## src/rtl/alu_74181_serial.sv

```systemverilog
// Slice-serial 74181-style ALU: operands are captured through a valid/ready
// handshake, then processed SLICE bits per clock, LSB slice first.
// Ports:
//   clk, rst       clock and synchronous active-high reset
//   in_valid/ready command handshake (a, b, s, m, cin captured on accept)
//   out_valid/ready result handshake (f, cout, ovf, aeqb held while valid)
//   busy           high while an operation is running or awaiting pickup
module alu_74181_serial #(
  parameter int WIDTH = 16,
  parameter int SLICE = 4
) (
  input  logic             clk,
  input  logic             rst,
  input  logic             in_valid,
  output logic             in_ready,
  input  logic [WIDTH-1:0] a,
  input  logic [WIDTH-1:0] b,
  input  logic [3:0]       s,
  input  logic             m,
  input  logic             cin,
  output logic             out_valid,
  input  logic             out_ready,
  output logic [WIDTH-1:0] f,
  output logic             cout,
  output logic             ovf,
  output logic             aeqb,
  output logic             busy
);

  localparam int NSLICE = WIDTH / SLICE;
  localparam int CW = (NSLICE > 1) ? $clog2(NSLICE) : 1;

  typedef enum logic [1:0] {
    IDLE = 2'd0,
    RUN  = 2'd1,
    DONE = 2'd2
  } state_t;

  state_t state_q, state_d;

  logic [WIDTH-1:0] a_q, a_d;
  logic [WIDTH-1:0] b_q, b_d;
  logic [3:0]       s_q, s_d;
  logic             m_q, m_d;
  logic             carry_q, carry_d;
  logic [CW-1:0]    cnt_q, cnt_d;
  logic [WIDTH-1:0] f_q, f_d;
  logic             cout_q, cout_d;
  logic             ovf_q, ovf_d;
  logic             aeqb_q, aeqb_d;

  logic [SLICE-1:0] sa, sb, sf;
  logic             x, y, c, c_msb;
  logic             slice_cout, slice_cmsb;
  logic             last;

  assign last = (cnt_q == CW'(NSLICE - 1));

  always_ff @(posedge clk) begin
    if (rst) begin
      state_q <= IDLE;
      a_q     <= '0;
      b_q     <= '0;
      s_q     <= '0;
      m_q     <= 1'b0;
      carry_q <= 1'b0;
      cnt_q   <= '0;
      f_q     <= '0;
      cout_q  <= 1'b0;
      ovf_q   <= 1'b0;
      aeqb_q  <= 1'b0;
    end else begin
      state_q <= state_d;
      a_q     <= a_d;
      b_q     <= b_d;
      s_q     <= s_d;
      m_q     <= m_d;
      carry_q <= carry_d;
      cnt_q   <= cnt_d;
      f_q     <= f_d;
      cout_q  <= cout_d;
      ovf_q   <= ovf_d;
      aeqb_q  <= aeqb_d;
    end
  end

  // One 74181 slice: select operands by counter, ripple the carry through.
  always_comb begin
    sa = '0;
    sb = '0;
    sf = '0;
    x = 1'b0;
    y = 1'b0;
    c = carry_q;
    c_msb = carry_q;
    for (int i = 0; i < NSLICE; i++) begin
      if (cnt_q == CW'(i)) begin
        sa = a_q[i*SLICE +: SLICE];
        sb = b_q[i*SLICE +: SLICE];
      end
    end
    for (int j = 0; j < SLICE; j++) begin
      x = sa[j] | (sb[j] & s_q[0]) | (~sb[j] & s_q[1]);
      y = (sa[j] & ~sb[j] & s_q[2]) | (sa[j] & sb[j] & s_q[3]);
      sf[j] = m_q ? ~(x ^ y) : (x ^ y ^ c);
      if (j == SLICE - 1) c_msb = c;
      c = (x & y) | (c & (x ^ y));
    end
    // Logic mode has no carry chain.
    slice_cout = m_q ? 1'b0 : c;
    slice_cmsb = m_q ? 1'b0 : c_msb;
  end

  always_comb begin
    state_d = state_q;
    unique case (state_q)
      IDLE: if (in_valid) state_d = RUN;
      RUN:  if (last) state_d = DONE;
      DONE: if (out_ready) state_d = IDLE;
      default: state_d = IDLE;
    endcase
  end

  always_comb begin
    a_d     = a_q;
    b_d     = b_q;
    s_d     = s_q;
    m_d     = m_q;
    carry_d = carry_q;
    cnt_d   = cnt_q;
    f_d     = f_q;
    cout_d  = cout_q;
    ovf_d   = ovf_q;
    aeqb_d  = aeqb_q;
    unique case (state_q)
      IDLE: begin
        if (in_valid) begin
          a_d     = a;
          b_d     = b;
          s_d     = s;
          m_d     = m;
          carry_d = cin;
          cnt_d   = '0;
        end
      end
      RUN: begin
        for (int i = 0; i < NSLICE; i++) begin
          if (cnt_q == CW'(i)) f_d[i*SLICE +: SLICE] = sf;
        end
        carry_d = slice_cout;
        cnt_d   = cnt_q + CW'(1);
        if (last) begin
          cout_d = slice_cout;
          ovf_d  = slice_cmsb ^ slice_cout;
          aeqb_d = &f_d;
        end
      end
      default: ;
    endcase
  end

  always_comb begin
    in_ready  = (state_q == IDLE);
    out_valid = (state_q == DONE);
    busy      = (state_q != IDLE);
    f         = f_q;
    cout      = cout_q;
    ovf       = ovf_q;
    aeqb      = aeqb_q;
  end

endmodule

```

## config.mk

```make
export PLATFORM = sky130hd
export DESIGN_NAME = alu_74181_serial
export DESIGN_NICKNAME = d
export VERILOG_FILES = /design/src/rtl/alu_74181_serial.sv
export SDC_FILE = /design/constraint.sdc
export NUM_CORES = 1
export LEC_CHECK = 0
export BUFFER_PORTS_ARGS = -buffer_cell sky130_fd_sc_hd__buf_2
export CELL_PAD_IN_SITES_DETAIL_PLACEMENT = 0
export CELL_PAD_IN_SITES_GLOBAL_PLACEMENT = 1
export CORE_MARGIN = 1.5
export CORE_UTILIZATION = 43
export DETAILED_ROUTE_END_ITERATION = 8
export PLACE_DENSITY_LB_ADDON = 0.1
export SETUP_SLACK_MARGIN = 0.4
export SYNTH_ARGS = -nofsm -noshare
export SYNTH_HDL_FRONTEND = slang
export SYNTH_SLANG_ARGS = --single-unit
```

## constraint.sdc

```tcl
create_clock -name clk -period 7.8 [get_ports clk]
set_clock_uncertainty 0.15 [all_clocks]
set_input_delay 1.17 -clock clk [delete_from_list [all_inputs] [get_ports clk]]
set_output_delay 1.17 -clock clk [all_outputs]
set_load 0.005 [all_outputs]
```

# ---- Word level (Yosys, flattened, before mapping)
# Cells that the tools add are included.
dict set report classes {
  add_sub_neg 1
  eq_ne 8
  mux 30
  n_bitwise 65
  n_reduce_logical 9
}
# operator n
set op_table {}
lappend op_table {{$mux W4} 16}
lappend op_table {{$and A1 B1 Y1} 32}
lappend op_table {{$or A1 B1 Y1} 16}
lappend op_table {{$reduce_and A16 Y1} 1}
lappend op_table {{$xor A1 B1 Y1} 9}
lappend op_table {{$mux W2} 4}
lappend op_table {{$not A1 Y1} 8}
lappend op_table {{$mux W1} 7}
lappend op_table {{$eq A2 B2 Y1 const B} 3}
lappend op_table {{$pmux W2 S3} 1}
lappend op_table {{$reduce_and A2 Y1} 3}
lappend op_table {{$eq A2 B1 Y1 const B} 2}
lappend op_table {{$logic_not A2 Y1} 2}
lappend op_table {{$ne A2 B2 Y1 const B} 2}
lappend op_table {{$pmux W2 S2} 1}
lappend op_table {{$reduce_bool A2 Y1} 2}
lappend op_table {{$reduce_and A3 Y1} 1}
lappend op_table {{$add A2 B1 Y2 const B} 1}
lappend op_table {{$ne A2 B1 Y1 const B} 1}
lappend op_table {{$pmux W1 S2} 1}
dict set report word_totals {
  register_bits 61
  in_bits 42
  word_cells 124
}

# ---- Depth between registers and ports, before layout
# Gate-level depths: netlist of the first run.
dict set report depth {
  depth_word 21
  depth_mapped 16
  ltp_nobuf 15
}

# ---- Worst setup path before layout of the first run
# OpenSTA, ideal clock, no wires.
dict set report synth_timing {
  path_type {register to register}
  startpoint {reg cnt_q[0]}
  endpoint {reg aeqb_q, in the netlist aeqb}
  arrival_time_ns 3.685
  required_ns 7.529
  slack_ns 3.845
  path_stages_with_launch 15
  path_buffers 1
  path_cell_list {dfxtp_1 > inv_1 > ha_1 > buf_2 > a221o_1 > a21bo_2 > and3_1 > fa_1 > fa_1 > fa_1 > inv_1 > fa_1 > a21oi_1 > nand4b_1 > o31ai_2}
}
dict set report synth_between {
  elab_chain_len 21
}
# item line_no
set synth_lines {}
lappend synth_lines {{start: declaration} 46} ;# logic [CW-1:0] cnt_q, cnt_d;
lappend synth_lines {{start signal: assignment} 79} ;# cnt_q <= cnt_d;
lappend synth_lines {{$logic_not A2 Y1} {97, 148}}
lappend synth_lines {{$mux W4 (4 in a row)} 97} ;# if (cnt_q == CW'(i)) begin
lappend synth_lines {{$not A1 Y1} {103, 104}}
lappend synth_lines {{$and A1 B1 Y1 (2 in a row)} 104} ;# y = (sa[j] & ~sb[j] & s_q[2]) | (sa[j] & sb[j] & s_q[3]);
lappend synth_lines {{$or A1 B1 Y1} 104}
lappend synth_lines {{$xor A1 B1 Y1} {105, 107}}
lappend synth_lines {{$and A1 B1 Y1} 107} ;# c = (x & y) | (c & (x ^ y));
lappend synth_lines {{$or A1 B1 Y1} 107}
lappend synth_lines {{$and A1 B1 Y1} 107}
lappend synth_lines {{$or A1 B1 Y1} 107}
lappend synth_lines {{$and A1 B1 Y1} 107}
lappend synth_lines {{$or A1 B1 Y1} 107}
lappend synth_lines {{$xor A1 B1 Y1} 105} ;# sf[j] = m_q ? ~(x ^ y) : (x ^ y ^ c);
lappend synth_lines {{$mux W1} 105}
lappend synth_lines {{$mux W4} 148} ;# if (cnt_q == CW'(i)) f_d[i*SLICE +: SLICE] = sf;
lappend synth_lines {{$mux W4} 135} ;# unique case (state_q)
lappend synth_lines {{$reduce_and A16 Y1} 155} ;# aeqb_d = &f_d;
lappend synth_lines {{end signal: assignment} 83} ;# aeqb_q <= aeqb_d;
lappend synth_lines {{end: declaration} 50} ;# logic aeqb_q, aeqb_d;
# Parallel ways exist; a longest one is shown, timed or not. The select of a mux whose other input is x is not followed.
# A chain may end at the register's enable or synchronous reset.

# ---- Final worst setup path of the first run
# Same ends and word-level chain as after synthesis.

==> flow_summary_export.csv, run 1 <==
group,metric,value,unit
synth,seq_area_frac_synth,39.5,%
flow_run,maxCapViolations,0,
grt,busiest_layer,"met1",
grt,antenna_found_initial,0,
pwr,power_per_cell_area,207,nW/um^2
drt,drtIter0Drc,177,
synth,syn_nets,448,
setup_path,critical_path_class,"register to register",
pwr,leakage,1.48,nW
placement,gp_congestion,0.784,
drt,via_per_inst,5.14,
timing,fmax,212,MHz
drt,drc,0,
synth,yosysWarnings,0,
setup_path,end_kind,"register",
drt,post_drt_wl_per_cell,13.9,um
layout,drive_above_1_share,20.4,%
timing,rsz0062_at_grt,"false",
pwr,switching_share,27.1,%
drt,dr.pass1.iters,4,
timing,tightest_slew,1.08,ns
clock_tree,htree_num_levels,3,
timing,period_minus_slack,4.71,ns
die,chipHeight,87.8,um
clock_tree,worstSkewPairLatency,0.34,ns
die,ios,64,
timing,maxSlewHeadroom,28.0,%
grt,grt_max_degree,63,
clock_tree,root_buffer,"clkbuf_8",
grt,grt_pass1_wl,12600,um
drt,ant_nets,0,
die,dieArea,7710,sq um
synth,synth-async-reset-ratio,0,%
clock_tree,numCtsBuffers,9,
setup_path,worstPathArrival,4.79,ns
die,die_w,87.8,um
grt,grt_pass1_vias,2506,
layout,final_util,52.8,%
synth,synth_seq_cells,61,
grt,globalRouteMet3Util,5.47,%
pwr,p_switching,204,uW
synth,avgSynthCellArea,7.85,sq um
grt,overflow,0,
clock_tree,cts_tree,"yes",
setup_path,cp_max_fo,22,
setup_path,cp.required,7.88,ns
layout,area_growth,17.4,%
pwr,p_clk_share,39.1,%
clock_tree,clock_path_buffers,2,
die,start_util,45.0,%
pwr,ir_worst_vdd,0.101,mV
placement,dp_hpwl,5290,um
grt,met1_usage,31.0,%
clock_tree,clk_pin_slew,0.07,ns
drt,dr_total_vias,2790,
clock_tree,post_cts_buffers,0,
synth,syn_area,3090,sq um
pwr,pwr-share-comb,15.7,%
pwr,seq_power_share,45.2,%
grt,use_met2,30.3,%
placement,port_buffers,63,
outcome,status,"finished clean",
layout,fillers,703,
timing,final-setup-viol-count,0,
layout,nNetsFinal,496,
synth,synth_enable_flop_cells,0,
layout,num_antenna_cells,0,
synth,synth_flop_cell,"dfxtp_1",
synth,synth_cells,394,
die,core,6870,sq um
hold_path,hp-class,"register to register",
timing,tns,0,ns
pwr,power.total,753,uW
clock_tree,cts_hold_buffers,0,
drt,postRouteWirelength,7540,um
timing,drv_slew,0,
pwr,intPower,549,uW
setup_path,start_kind,"register",
timing,period_share,60.4,%
clock_tree,postCtsResizedCells,0,
synth,synth_cell_types,42,
clock_tree,cts.sinks,61,
grt,track_usage,21.3,%
die,rows,30,
timing,hold_viol_final,0,
layer usage:
layer | up-vias | share of wire [%]
met5 | - | 0
met3 | 4 | 5.0
met2 | 75 | 44
met4 | 0 | 0.76
met1 | 1266 | 50
li1 | 1445 | -
path summary, 6_finish.rpt:
kind | from | to | slack (ns) | cells after the start
setup / recovery | cnt_q[0] | aeqb | 3.09 | 14
hold / removal | b_q[13] | b_q[13] | 0.31 | 2
setup reg to reg | cnt_q[0] | aeqb | 3.09 | 14
hold reg to reg | b_q[13] | b_q[13] | 0.31 | 2
worst max-delay path, cell delays in order (launching register included):
cell and delay (ns):
dfxtp_1 0.33, inv_1 0.12, ha_1 0.64, inv_1 0.20
a311oi_1 0.45, a21oi_1 0.11, and3_1 0.21, fa_1 0.43
fa_1 0.42, fa_1 0.42, inv_1 0.09, fa_1 0.41
a21oi_1 0.37, nand4b_1 0.18, o31ai_2 0.07
cell type report:
class                           count  area [sq um]  area share [%]
Tap cell                           96           120            3.31
Timing Repair Buffer               66           338            9.31
Inverter                           10          37.5            1.03
Sequential cell                    61          1220            33.6
Clock inverter                      3          42.5            1.17
Multi-Input combinational cell    294          1700            46.9
Clock buffer                       13           169            4.65
power groups by stage:
| stage | clock (mW) | combinational (mW) | sequential, mW |
|---|---|---|---|
| after floorplan | 0 | 0.0879 | 0.342 |
| after global placement | 0 | 0.116 | 0.347 |
| after detailed placement | 0 | 0.119 | 0.347 |
| after CTS | 0.300 | 0.119 | 0.341 |
| after global routing | 0.318 | 0.134 | 0.343 |
| final | 0.294 | 0.118 | 0.340 |
cell families (layout without fill, tap and decap cells):
logic type | Yosys count | in the layout | share of synthesized area (%)
XOR/XNOR | 1 | 1 | 0.283
flip-flops | 61 | 61 | 39.5
AO/OA/AOI/OAI | 107 | 107 | 21.2
AND/OR/NAND/NOR | 170 | 170 | 25.8
adder cells (fa/ha/maj) | 12 | 12 | 5.83
buffers and inverters | 39 | 92 | 5.67
multiplexers | 4 | 4 | 1.74
cells in the mapped netlist (2+ instances only):
cell type	count	share of area, %
nor2_1	8	0.97
a21boi_0	3	0.73
a211oi_1	2	0.49
nand2b_1	2	0.40
nor2b_1	8	1.6
a21o_1	3	0.73
nand3_1	18	2.9
mux2i_1	2	0.65
buf_2	17	2.8
nor3b_2	2	0.81
and2_1	2	0.40
nand4b_1	2	0.57
a21oi_1	71	11
fa_1	4	2.6
a311oi_1	7	2.0
or3_1	2	0.40
dfxtp_1	61	39
nor3_1	3	0.49
clkbuf_1	10	1.2
inv_1	10	1.2
ha_1	8	3.2
nand2_1	103	13
and3_1	7	1.4
a21bo_2	3	0.97
a221o_1	4	1.3
nand3b_1	10	2.4
o21ai_0	5	0.81
o21a_1	3	0.73
registers in the layout, summed over array words and instances (netlist names):
register  cells
a_q          16
aeqb          1
b_q          16
carry_q       1
cnt_q         2
cout          1
f            16
m_q           1
ovf           1
s_q           4
state_q       2
cell usage in the layout (no fill, tap or decap), drive strengths merged, types with 2 or more instances in the layout:
cell type	n
nand2	103
a21oi	71
buf	66
dfxtp	61
nand3	18
clkbuf	13
inv	10
nand3b	10
nor2	8
nor2b	8
ha	8
a311oi	7
and3	7
o21ai	5
a221o	4
fa	4
nor3	4
a21bo	3
a21boi	3
a21o	3
o21a	3
mux2i	3
nor3b	3
a211oi	2
and2	2
nand2b	2
or3	2
nand4b	2
metrics by stage:
step	instance area (sq um)	hold WS, ns	setup WS [ns]	std cells
finish	3630	0.307	3.09	543
global route	3630	0.332	2.85	543
CTS	3630	0.310	3.08	543
detailed placement	3420	0.301	3.08	527
global placement	3420	0.294	3.30	527
floorplan	3090	0.286	3.84	394
Power figures use the tool's default switching activity.
==> run 2, diff against run 1 <==
--- a/config.mk
+++ b/config.mk
@@ -5,11 +5,12 @@
 export SDC_FILE = /design/constraint.sdc
 export NUM_CORES = 1
 export LEC_CHECK = 0
+export ABC_AREA = 1
 export BUFFER_PORTS_ARGS = -buffer_cell sky130_fd_sc_hd__buf_2
 export CELL_PAD_IN_SITES_DETAIL_PLACEMENT = 0
 export CELL_PAD_IN_SITES_GLOBAL_PLACEMENT = 1
 export CORE_MARGIN = 1.5
-export CORE_UTILIZATION = 43
+export CORE_UTILIZATION = 39
 export DETAILED_ROUTE_END_ITERATION = 8
 export PLACE_DENSITY_LB_ADDON = 0.1
 export SETUP_SLACK_MARGIN = 0.4
==> constraint.sdc (replaced) <==
create_clock -name clk -period 4.9 [get_ports clk]
set_clock_uncertainty 0.15 [all_clocks]
set_input_delay 0.735 -clock clk [delete_from_list [all_inputs] [get_ports clk]]
set_output_delay 0.735 -clock clk [all_outputs]
set_load 0.005 [all_outputs]
==> flow_summary_export.csv, run 2 <==
group,metric,value,unit
layout,area_growth,16.0,%
drt,dr_total_vias,2992,
clock_tree,cts.sinks,61,
grt,use_met2,30.7,%
synth,yosysMostFrequentCell,"nor2_1",
setup_path,start_kind,"register",
placement,port_buffers,63,
setup_path,end_kind,"register",
layout,final_common_cell,"nor2_1",
clock_tree,clk_pin_slew,0.07,ns
clock_tree,cts_hold_buffers,0,
synth,synth_cells,466,
timing,final-setup-viol-count,0,
synth,synth_top_cell_area_share,37.8,%
die,die_w,94.0,um
pwr,leakage,1.87,nW
layout,most-common-layout-cells,"89 x nor2_1, 84 x nand2_1, 63 x buf_2",
drt,via_per_inst,4.76,
setup_path,cp.required,4.96,ns
grt,grt_pass1_wl,13700,um
layout,final_util,46.0,%
setup_path,critical_path_class,"register to register",
grt,met1_usage,29.1,%
synth,synth_flop_cell,"dfxtp_1",
synth,yosysWarnings,0,
layout,nNetsFinal,573,
flow_run,maxCapViolations,0,
setup_path,crit_family,"adder cells",
placement,pre_cts_ws,0.612,ns
synth,yosysTopAreaCell,"dfxtp_1",
grt,busiest_layer,"met2",
clock_tree,worstSkewPairLatency,0.34,ns
synth,synthTopCellsByArea,"dfxtp_1 38%, nor2_1 10%, nand2_1 9.8%",
synth,seq_area_frac_synth,37.8,%
pwr,power_per_cell_area,337,nW/um^2
synth,synth_cell_types,32,
die,chipHeight,94.0,um
grt,track_usage,20.2,%
die,start_util,39.7,%
placement,post_dp_cell_area,3550,sq um
pwr,ir_worst_vdd,0.181,mV
layout,final_area,3740,sq um
synth,synthTopCellsByCount,"89 x nor2_1, 84 x nand2_1, 61 x dfxtp_1",
layout,instances_no_fill,628,
setup_path,crit_path_top_delay_cell,"fa_1",
setup_path,cp_num_buf_inv,7,
clock_tree,clock_path_buffers,2,
setup_path,cpPeakStageDelay,0.42,ns
synth,synth_seq_cells,61,
grt,antenna_found_initial,0,
timing,maxSlewHeadroom,30.9,%
grt,globalRouteMet3Util,4.21,%
timing,layout_setup_ws,0.744,ns
layout,num_antenna_cells,0,
drt,postRouteWirelength,8350,um
grt,grt_max_degree,48,
placement,dp_hpwl,6080,um
timing,period_share,84.8,%
synth,syn_nets,520,
synth,synth-async-reset-ratio,0,%
timing,fmax,241,MHz
die,dieArea,8830,sq um
clock_tree,htree_num_levels,3,
drt,ant_nets,0,
setup_path,worstPathArrival,4.22,ns
die,ios,64,
synth,synth_enable_flop_cells,0,
die,core,8130,sq um
synth,syn_area,3230,sq um
timing,period_minus_slack,4.16,ns
clock_tree,numCtsBuffers,9,
die,rows,33,
drt,drc,0,
grt,grt_pass1_vias,2818,
setup_path,cp_max_fo,14,
timing,tightest_slew,1.04,ns
outcome,status,"finished clean",
timing,hold_viol_final,0,
drt,drtIter0Drc,95,
hold_path,hp-class,"register to register",
setup_path,path_common_cell,"nand2_1",
placement,dp.cells,613,
clock_tree,root_buffer,"clkbuf_8",
clock_tree,cts_tree,"yes",
synth,avgSynthCellArea,6.93,sq um
timing,drv_slew,0,
timing,rsz0062_at_grt,"false",
grt,overflow,0,
layout,drive_above_1_share,22.8,%
timing,tns,0,ns
placement,gp_congestion,0.860,
drt,dr.pass1.iters,4,
drt,post_drt_wl_per_cell,13.3,um
## run 2: final timing paths
| check | depth (start not counted) | to | from | slack (ns) |
|---|---|---|---|---|
| worst min-delay path | 2 | cout | cout | 0.31 |
| worst max-delay path | 27 | aeqb | cnt_q[1] | 0.74 |
| worst min register to register | 2 | cout | cout | 0.31 |
| worst max register to register | 27 | aeqb | cnt_q[1] | 0.74 |
## run 2: cells by family after synthesis
group / after synthesis / share of synthesized area, %
flip-flops: 61 / 37.8
AO/OA/AOI/OAI: 104 / 18.0
AND/OR/NAND/NOR: 208 / 27.0
buffers and inverters: 81 / 11.6
adder cells (fa/ha/maj): 12 / 5.58
## run 2: timing repair
| action | 4_1_cts | 5_1_grt |
|---|---|---|
| setup endpoints to repair | 0 | 2 |
| resized for setup | 0 | 6 |
| buffers inserted | 0 | 0 |
## run 2: tightest hold or removal path: stages, from the launching register on
cell and delay [ns]:
dfxtp_1 0.31, nand2_1 0.06, a21oi_1 0.05
## run 2: metal layers
metal	up-vias	share of wire, %
met5	-	0
met4	0	0.98
met3	8	4.6
met2	76	42
met1	1324	53
li1	1584	-
## run 2: area by class of cell
| class | count | area (sq um) |
|---|---|---|
| sequential | 61 | 1220 |
| multi-input combinational | 324 | 1660 |
| fill | 868 | 4390 |
| tap | 105 | 131 |
| clock inverter | 4 | 25.0 |
| clock buffer | 11 | 141 |
| inverter | 57 | 226 |
| timing repair buffer | 66 | 338 |
## run 2: report_power, final
part / internal, mW / switching (mW) / total [mW]
combinational: 0.114 / 0.198 / 0.311
clock: 0.193 / 0.196 / 0.388
sequential: 0.535 / 0.0285 / 0.564
## run 2: stage by stage
stage	hold WS (ns)	total power, mW
2_1_floorplan	0.275	0.798
3_3_place_gp	0.294	0.880
3_5_place_dp	0.305	0.883
4_1_cts	0.315	1.27
5_1_grt	0.332	1.35
6_report	0.310	1.26
